## src/rtl/simple_axi_to_axi_read.sv

```systemverilog
// AXI4 read master: turns a (byte address, byte length) request into INCR bursts
// of at most 256 beats that never cross a 4 KB boundary, one AR outstanding.
module simple_axi_to_axi_read #(
    parameter int AXI_ADDR_W = 32,
    parameter int AXI_DATA_W = 32,
    parameter int AXI_ID_W   = 4,
    parameter int LEN_W      = 20
) (
    input  logic                  clk,
    input  logic                  rst,
    input  logic                  m_rvalid,
    input  logic [AXI_ADDR_W-1:0] m_raddr,
    input  logic [LEN_W-1:0]      m_rlen,
    output logic [AXI_DATA_W-1:0] m_rdata,
    output logic                  m_rdata_valid,
    input  logic                  m_rdata_ready,
    output logic                  m_rlast,
    output logic                  m_rdone,
    output logic                  m_rerror,
    output logic [AXI_ID_W-1:0]   m_axi_arid,
    output logic [AXI_ADDR_W-1:0] m_axi_araddr,
    output logic [7:0]            m_axi_arlen,
    output logic [2:0]            m_axi_arsize,
    output logic [1:0]            m_axi_arburst,
    output logic                  m_axi_arlock,
    output logic [3:0]            m_axi_arcache,
    output logic [2:0]            m_axi_arprot,
    output logic [3:0]            m_axi_arqos,
    output logic                  m_axi_arvalid,
    input  logic                  m_axi_arready,
    input  logic [AXI_ID_W-1:0]   m_axi_rid,
    input  logic [AXI_DATA_W-1:0] m_axi_rdata,
    input  logic [1:0]            m_axi_rresp,
    input  logic                  m_axi_rlast,
    input  logic                  m_axi_rvalid,
    output logic                  m_axi_rready
);
    localparam int BYTES = AXI_DATA_W / 8;
    localparam int SZ    = $clog2(BYTES);
    localparam int CW    = (LEN_W > 12) ? LEN_W + 1 : 14;

    typedef enum logic [2:0] {IDLE, CALC, ADDR, DATA, DONE} state_e;
    state_e state_q, state_d;

    logic [AXI_ADDR_W-1:0] addr_q, addr_d, araddr_q, araddr_d;
    logic [LEN_W-1:0]      remain_q, remain_d, total_beats, remain_after;
    logic [7:0]            arlen_q, arlen_d, beat_q, beat_d, burst_len;
    logic                  arvalid_q, arvalid_d, rerror_q, rerror_d;
    logic [LEN_W:0]        len_round;
    logic [12:0]           to4k_bytes;
    logic [CW-1:0]         to4k_beats, burst_n;
    logic [8:0]            burst_beats;
    logic                  beat_hs, burst_end, in_data, rid_unused;

    assign len_round    = {1'b0, m_rlen} + (LEN_W+1)'(BYTES - 1);
    assign total_beats  = LEN_W'(len_round >> SZ);
    assign burst_beats  = {1'b0, arlen_q} + 9'd1;
    assign remain_after = remain_q - LEN_W'(burst_beats);
    assign burst_end    = (beat_q == arlen_q);
    assign beat_hs      = (state_q == DATA) && m_axi_rvalid && m_rdata_ready;
    assign rid_unused   = ^m_axi_rid;

    // Next burst = min(remaining, 256, beats left before the 4 KB line).
    always_comb begin
        to4k_bytes = 13'h1000 - {1'b0, addr_q[11:0]};
        to4k_beats = CW'(to4k_bytes >> SZ);
        burst_n    = CW'(remain_q);
        if (burst_n > CW'(256)) burst_n = CW'(256);
        if (burst_n > to4k_beats) burst_n = to4k_beats;
        burst_len  = 8'(burst_n - CW'(1));
    end

    always_ff @(posedge clk or negedge rst) begin
        if (!rst) state_q <= IDLE;
        else      state_q <= state_d;
    end

    always_comb begin
        state_d = state_q;
        case (state_q)
            IDLE: if (m_rvalid) state_d = (total_beats == '0) ? DONE : CALC;
            CALC: state_d = ADDR;
            ADDR: if (m_axi_arready) state_d = DATA;
            DATA: if (beat_hs && burst_end) state_d = (remain_after == '0) ? DONE : CALC;
            DONE: state_d = IDLE;
            default: state_d = IDLE;
        endcase
    end

    always_comb begin
        in_data       = rst && (state_q == DATA);
        m_rdata_valid = in_data && m_axi_rvalid;
        m_axi_rready  = in_data && m_rdata_ready;
        m_rlast       = m_rdata_valid && burst_end && (remain_q == LEN_W'(burst_beats));
        m_rdone       = (state_q == DONE);
    end

    always_comb begin
        addr_d    = addr_q;
        remain_d  = remain_q;
        araddr_d  = araddr_q;
        arlen_d   = arlen_q;
        arvalid_d = arvalid_q;
        beat_d    = beat_q;
        rerror_d  = rerror_q;
        case (state_q)
            IDLE: if (m_rvalid) begin
                addr_d   = m_raddr & ~AXI_ADDR_W'(BYTES - 1);
                remain_d = total_beats;
                rerror_d = 1'b0;
                beat_d   = '0;
            end
            CALC: begin
                araddr_d  = addr_q;
                arlen_d   = burst_len;
                arvalid_d = 1'b1;
                beat_d    = '0;
            end
            ADDR: if (m_axi_arready) arvalid_d = 1'b0;
            DATA: if (beat_hs) begin
                // Progress is tracked by the local counter; a bad rlast only flags an error.
                if (m_axi_rresp != 2'b00 || m_axi_rlast != burst_end) rerror_d = 1'b1;
                if (burst_end) begin
                    beat_d   = '0;
                    addr_d   = addr_q + (AXI_ADDR_W'(burst_beats) << SZ);
                    remain_d = remain_after;
                end else begin
                    beat_d = beat_q + 8'd1;
                end
            end
            default: ;
        endcase
    end

    always_ff @(posedge clk or negedge rst) begin
        if (!rst) begin
            addr_q    <= '0;
            remain_q  <= '0;
            araddr_q  <= '0;
            arlen_q   <= '0;
            arvalid_q <= 1'b0;
            beat_q    <= '0;
            rerror_q  <= 1'b0;
        end else begin
            addr_q    <= addr_d;
            remain_q  <= remain_d;
            araddr_q  <= araddr_d;
            arlen_q   <= arlen_d;
            arvalid_q <= arvalid_d;
            beat_q    <= beat_d;
            rerror_q  <= rerror_d;
        end
    end

    assign m_rdata       = m_axi_rdata;
    assign m_rerror      = rerror_q;
    assign m_axi_arid    = '0;
    assign m_axi_araddr  = araddr_q;
    assign m_axi_arlen   = arlen_q;
    assign m_axi_arsize  = 3'(SZ);
    assign m_axi_arburst = 2'b01;
    assign m_axi_arlock  = 1'b0;
    assign m_axi_arcache = 4'h2;
    assign m_axi_arprot  = 3'b010;
    assign m_axi_arqos   = 4'h0;
    assign m_axi_arvalid = arvalid_q;

endmodule

```

## config.mk

```make
export PLATFORM = sky130hd
export DESIGN_NAME = simple_axi_to_axi_read
export DESIGN_NICKNAME = d
export VERILOG_FILES = /design/src/rtl/simple_axi_to_axi_read.sv
export SDC_FILE = /design/constraint.sdc
export NUM_CORES = 1
export LEC_CHECK = 0
export ABC_CLOCK_PERIOD_IN_PS = 4390
export CAP_MARGIN = 30
export CORE_UTILIZATION = 50
export CTS_CLUSTER_SIZE = 28
export DETAILED_ROUTE_END_ITERATION = 12
export PLACE_DENSITY_LB_ADDON = 0.1
export RECOVER_POWER = 100
export SLEW_MARGIN = 20
export SYNTH_ARGS = -nofsm -noshare
export SYNTH_HDL_FRONTEND = slang
export SYNTH_SLANG_ARGS = --single-unit
```

## constraint.sdc

```tcl
create_clock -name clk -period 4.39 [get_ports clk]
set_input_delay 0.878 -clock clk [delete_from_list [all_inputs] [get_ports clk]]
set_output_delay 0.878 -clock clk [all_outputs]
set_load 0.005 [all_outputs]
```

==> out/metrics.yaml <==
run_status:
  status: "finished with violations"
  violations: "capacitance limit, slew limit"
global_route:
  antenna_found_initial: 0
  grt-ovfl-total: 0
  grt_usage_pct: 27.3
  grt_pass1_vias: 6424
  grt_start_max_net_pins: 60
  grt_pass1_wl_um: 34100
logic_synthesis:
  synth_fa_ha_area_share_pct: 6.04
  synth_cell_type_count: 75
  yosysTopAreaCell: "dfrtp_1"
  yosys-top-cells-count: "nand2_1, dfrtp_1, o21ai_0, nor2_1, buf_4"
  syn_avg_cell_area_sq_um: 8.24
  yosysWarnings: 0
  synthTopCellsByArea: "dfrtp_1, nand2_1, ha_1"
  ys_seq_area_share_pct: 32.8
  syn_area_sq_um: 7710
  synth_top_family_by_area: "simple AND/OR/NAND/NOR gates"
  synthSimpleGateAreaFrac_pct: 23.9
  syn_inst: 936
  synthMuxAreaShare_pct: 2.24
  synth.most_common_cell: "nand2_1"
  yosysTopAreaCellShare_pct: 32.8
  synth.ff_latch_count: 101
  synth-main-ff-cell: "dfrtp_1"
  synth-async-reset-ratio_pct: 100
  synth-compound-area-share_pct: 18.4
  synthXorXnorAreaFrac_pct: 7.27
  synth_edf_count: 0
detailed_routing:
  drt-vias-per-instance: 5.83
  post_drt_wl_per_cell_um: 17.6
  routed_wl_um: 20900
  drtAntennaViolNets: 0
  vias: 6926
  drc: 0
  drtIter0Drc: 506
  drt_pre_antenna_iters: 5
pwr:
  power.density_nw_per_um2: 218
  leakagePower_nw: 4.14
  ir_drop_mv: 0.183
  p_total_w: 0.00193
worst_setup_path:
  cpPeakStageDelay_ps: 500
  cp_slowest_cell: "clkdlybuf4s50_1"
  critPathLaunch: "m_axi_arlen[0]"
  crit_buf_inv: 3
  critPathMaxFanout: 8
  reg2reg_slack_ps: 270
  crit_arrival_ps: 3370
  cp.depth: 11
  r2r_cells: 16
  critPathTopFamily: "simple AND/OR/NAND/NOR gates"
  path_class: "flip-flop to primary output"
  crit_top_cell: "and3_1"
  crit_required_ps: 3510
  cp-endpoint: "m_rlast"
  r2r_end: "m_axi_arlen[6]"
  reg2reg_from: "remain_q[3]"
  crit_path_cell_trace: "and3_1, nand3_1, nor2_1, xor2_1, inv_1, ha_1, nand4_1, nor4_1, buf_4, and3_1, clkdlybuf4s50_1"
  worstSetupStartpointType: "flip-flop"
  end_kind: "primary output"
timing:
  rsz0062_at_grt: "false"
  hold_violations: 0
  finalMaxSlewViolations: 112
  finalCritPeriodShare_pct: 96.7
  fin_crit_ps: 4250
  maxSlewHeadroom_pct: -35.3
  setup_viol: 0
  fmax_mhz: 236
  fin_skew_ps: 9.87
  tightest_slew_ps: 2030
  tns_ps: 0
placed_design:
  hpwl_um: 15700
  portBuffers: 102
  gp_congestion: 0.879
  placed_cell_area_sq_um: 8630
final_layout:
  synthToLayoutAreaGrowth_pct: 14.8
  drive_gt1_share_pct: 6.29
  design_area_sq_um: 8850
  n_fill_cell: 1426
  seq_area_sq_um: 2530
  num_antenna_cells: 0
  multiInputGateArea_sq_um: 4520
  fin_nets: 1129
  final_core_util_pct: 58.4
cts:
  root_buffer: "clkbuf_16"
  cts.htree.levels: 3
  cts_tree: "built"
  ctsHoldBuffers: 0
  path_clk_slew_ps: 70
  cts_sinks: 101
  clk_latency_ps: 360
  cts_buffer_depth: 2
  cts_made_buffers: 9
floorplan:
  dieArea_sq_um: 15900
  row_count: 45
  io_pins: 196
  core_sq_um: 15100
  initial_core_util_pct: 50.9
  die_h_um: 126
  die_width_um: 126
job:
  maxCapViolations: 3
min_path:
  min_path_type: "flip-flop to flip-flop"
[placed cells by master (no fill, tap or decap), types with 18 or more instances in the layout]
cell	instances
nand2_1	139
dfrtp_1	100
o21ai_0	67
nor2_1	63
clkdlybuf4s50_1	59
a21oi_1	44
dlygate4sd3_1	42
nand3_1	39
xor2_1	37
ha_1	33
xnor2_1	27
inv_1	26
conb_1	25
nor3_1	18
nand4_1	18
and3_1	18
[kinds of logic after synthesis]
| group | count (synthesis) |
|---|---|
| xor gates and xnor gates | 64 |
| muxes | 16 |
| buffers and inverters | 129 |
| and+or+nand+nor | 371 |
| other | 2 |
| AOI/OAI and AO/OA | 217 |
| DFF | 101 |
| adders and majority gates | 36 |
[registers in the layout, indices dropped and copies added, names as in the netlist]
signal	cells
addr_q	30
m_axi_arlen	8
m_axi_araddr	30
m_rerror	1
state_q	3
m_axi_arvalid	1
beat_q	8
remain_q	20
[worst register-to-register path: stages (launching register included)]
cell,delay (ps)
dfrtp_1,460
or4_4,580
nand2b_4,170
a21oi_2,160
buf_4,190
and2_2,180
ha_1,240
and3_1,180
nand4_1,80
o21ai_0,90
a21oi_1,300
mux2_4,350
ha_1,310
a21boi_0,180
xor2_1,170
mux2i_1,180
o21ai_0,100
[layout make-up]
class | instances | share of cell area (%)
Clock inverter | 7 | 0.665
Sequential cell | 101 | 28.6
Inverter | 26 | 1.10
Clock buffer | 9 | 2.55
Timing Repair Buffer | 129 | 13.4
Multi-Input combinational cell | 729 | 51.1
Tap cell | 188 | 2.66
[power breakdown]
group | total [W] | switching, W | internal [W]
sequential | 0.000976 | 0.0000281 | 0.000948
combinational | 0.000168 | 0.0000842 | 0.0000839
clock | 0.000787 | 0.000393 | 0.000394
[stage by stage]
| step | hold slack, ps | std cells | setup WS [ps] |
|---|---|---|---|
| after floorplan | 455 | 959 | 452 |
| final | 466 | 1189 | 145 |
| after global placement | 458 | 1172 | 414 |
| after CTS | 445 | 1188 | 72.6 |
| after detailed placement | 462 | 1172 | 406 |
| after global routing | 488 | 1189 | 4.08 |
[metal layers]
layer | vias up | share of wire, % | GRT usage (%) | wire length, um
met5 | - | 0 | 0 | 0
met4 | 0 | 2.4 | 10.8 | 501
met3 | 41 | 5.6 | 3.44 | 1170
met2 | 262 | 45 | 42.3 | 9410
met1 | 3245 | 47 | 38.8 | 9850
li1 | 3378 | - | - | -
[timing repair]
item	CTS	global route
gates resized for setup	1	1
setup buffers	0	1
setup endpoints to repair	1	1
[worst min-delay path by stage]
stage	from	to	cells past startpoint
CTS	rst	beat_q[4]	1
finish	m_axi_araddr[31]	m_axi_araddr[31]	2
global route	m_axi_araddr[7]	m_axi_araddr[7]	2
floorplan	addr_q[20]	m_axi_araddr[20]	2
detailed placement	m_axi_araddr[31]	m_axi_araddr[31]	2
global placement	m_axi_araddr[30]	m_axi_araddr[30]	2
Power figures use the tool's default switching activity.
==> RTL change, RTL diff (config.mk and constraints unchanged) <==
Register the output `m_rerror` once more; this adds one clock of latency there. The other outputs are not delayed to match.
--- a/src/rtl/simple_axi_to_axi_read.sv
+++ b/src/rtl/simple_axi_to_axi_read.sv
@@ -153,7 +153,13 @@
     end
 
     assign m_rdata       = m_axi_rdata;
-    assign m_rerror      = rerror_q;
+    always_ff @(posedge clk or negedge rst) begin
+        if (!rst) begin
+            m_rerror <= '0;
+        end else begin
+            m_rerror <= rerror_q;
+        end
+    end
     assign m_axi_arid    = '0;
     assign m_axi_araddr  = araddr_q;
     assign m_axi_arlen   = arlen_q;
Behaviour: not the same (a bounded check fails within 10 cycles, from zero or initial values and one cycle with rst low).
==> RTL change against the original RTL <==
  * Worst setup slack improved by 0.72 ps
  * Count of clock-buffer cells in the layout did not move
  * The run still ends with capacitance limit, slew limit left
  * First-iteration DRC count down 9.5%
  * Critical path type unchanged
  * Area after synthesis is 0.32% higher
  * Register-to-register slack improved by 30 ps
  * Non-clock buffer count shrank 5
  * Sequential cell count grew 1
  * Critical endpoint unchanged
  * Final area up 0.16%
  * Global-route usage is 0.073 points lower
  * Routed wire length up 0.55%
  * Power is 0.38% higher
  * Clock skew fell by 0.97 ps
  * Clock power barely moved
==> RTL change: results (changes against the original RTL) <==
| Metric | Value |
|---|---|
| Top cell types by occurrence after synthesis | `139 x nand2_1, 102 x dfrtp_1, 66 x o21ai_0` |
| Hold endpoint | `m_rerror` |
| Via-per-instance ratio | `5.89 (+1.1%)` |
| Least-Margin Pin Slew | `1820 ps (-211 ps)` |
| Post-synthesis sequential area ratio | `33.0% (+0.22 points)` |
| Sw frac | `26.1% (-0.086 points)` |
| Failing checks | `capacitance limit, slew limit` |
| Status | `finished with violations` |
| Filler Cells Inserted | `1418 (-0.56%)` |
| Ratio of cells with drive above 1 in the final layout | `6.12% (-0.17 points)` |
| Max Cap Viol | `3 (unchanged)` |
| Peak VDD IR | `0.000227 V (+24%)` |
| GRT Total Usage | `27.3% (-0.073 points)` |
| Non-clk buf share | `13.0% (-0.37 points)` |
| XOR/XNOR share of the synthesized area | `7.25% (-0.024 points)` |
| Leading post-synthesis cells by cell area | `dfrtp_1 33%, nand2_1 6.7%, ha_1 5.5%` |
| Crit Reg-Reg Endpoint | `m_axi_arlen[4]` |
| Proportion of synthesized area in mux cells | `2.23% (-0.0072 points)` |
| Final Max Tran Viols | `131 (+17%)` |
| Clk tree area frac | `3.15% (-0.061 points)` |
| Worst reg2reg path depth | `17 (+1)` |
| Placer Congestion | `0.873 (-0.68%)` |
| Count of plain and timing-repair buffers | `124 (-3.9%)` |
| Synth Area in Compound Gates | `18.3% (-0.059 points)` |
| Seq area share | `28.8% (+0.24 points)` |
-- RTL change: cell count changes after synthesis --
| cell | before | now |
|---|---|---|
| dfrtp_1 | 101 | 102 |
-- RTL change: critical path, stage by stage, from the launching register on --
cell	delay, ps
dfrtp_1	420
buf_4	170
and3_1	140
nand3_1	110
nor2_1	210
xor2_2	250
inv_1	100
ha_1	430
nand4_1	160
nor4_2	250
and3_1	240
clkdlybuf4s50_1	510
-- RTL change: metrics by stage --
step	setup WS, ps	cell area [µm²]	total power, µW
after floorplan	452	7820	1110
after detailed placement	426	8610	1170
after global routing	6.80	8860	2010
final	146	8860	1940
after global placement	472	8610	1170
after CTS	40.2	8890	1960
-- RTL change: worst max-delay path by stage --
stage	endpoint	slack (ps)	depth (start not counted)
2_1_floorplan	m_axi_arlen[2]	450	17
3_3_place_gp	m_rlast	470	10
3_5_place_dp	m_axi_arlen[6]	430	16
4_1_cts	m_rlast	40	10
5_1_grt	m_rlast	7	11
6_report	m_rlast	150	11
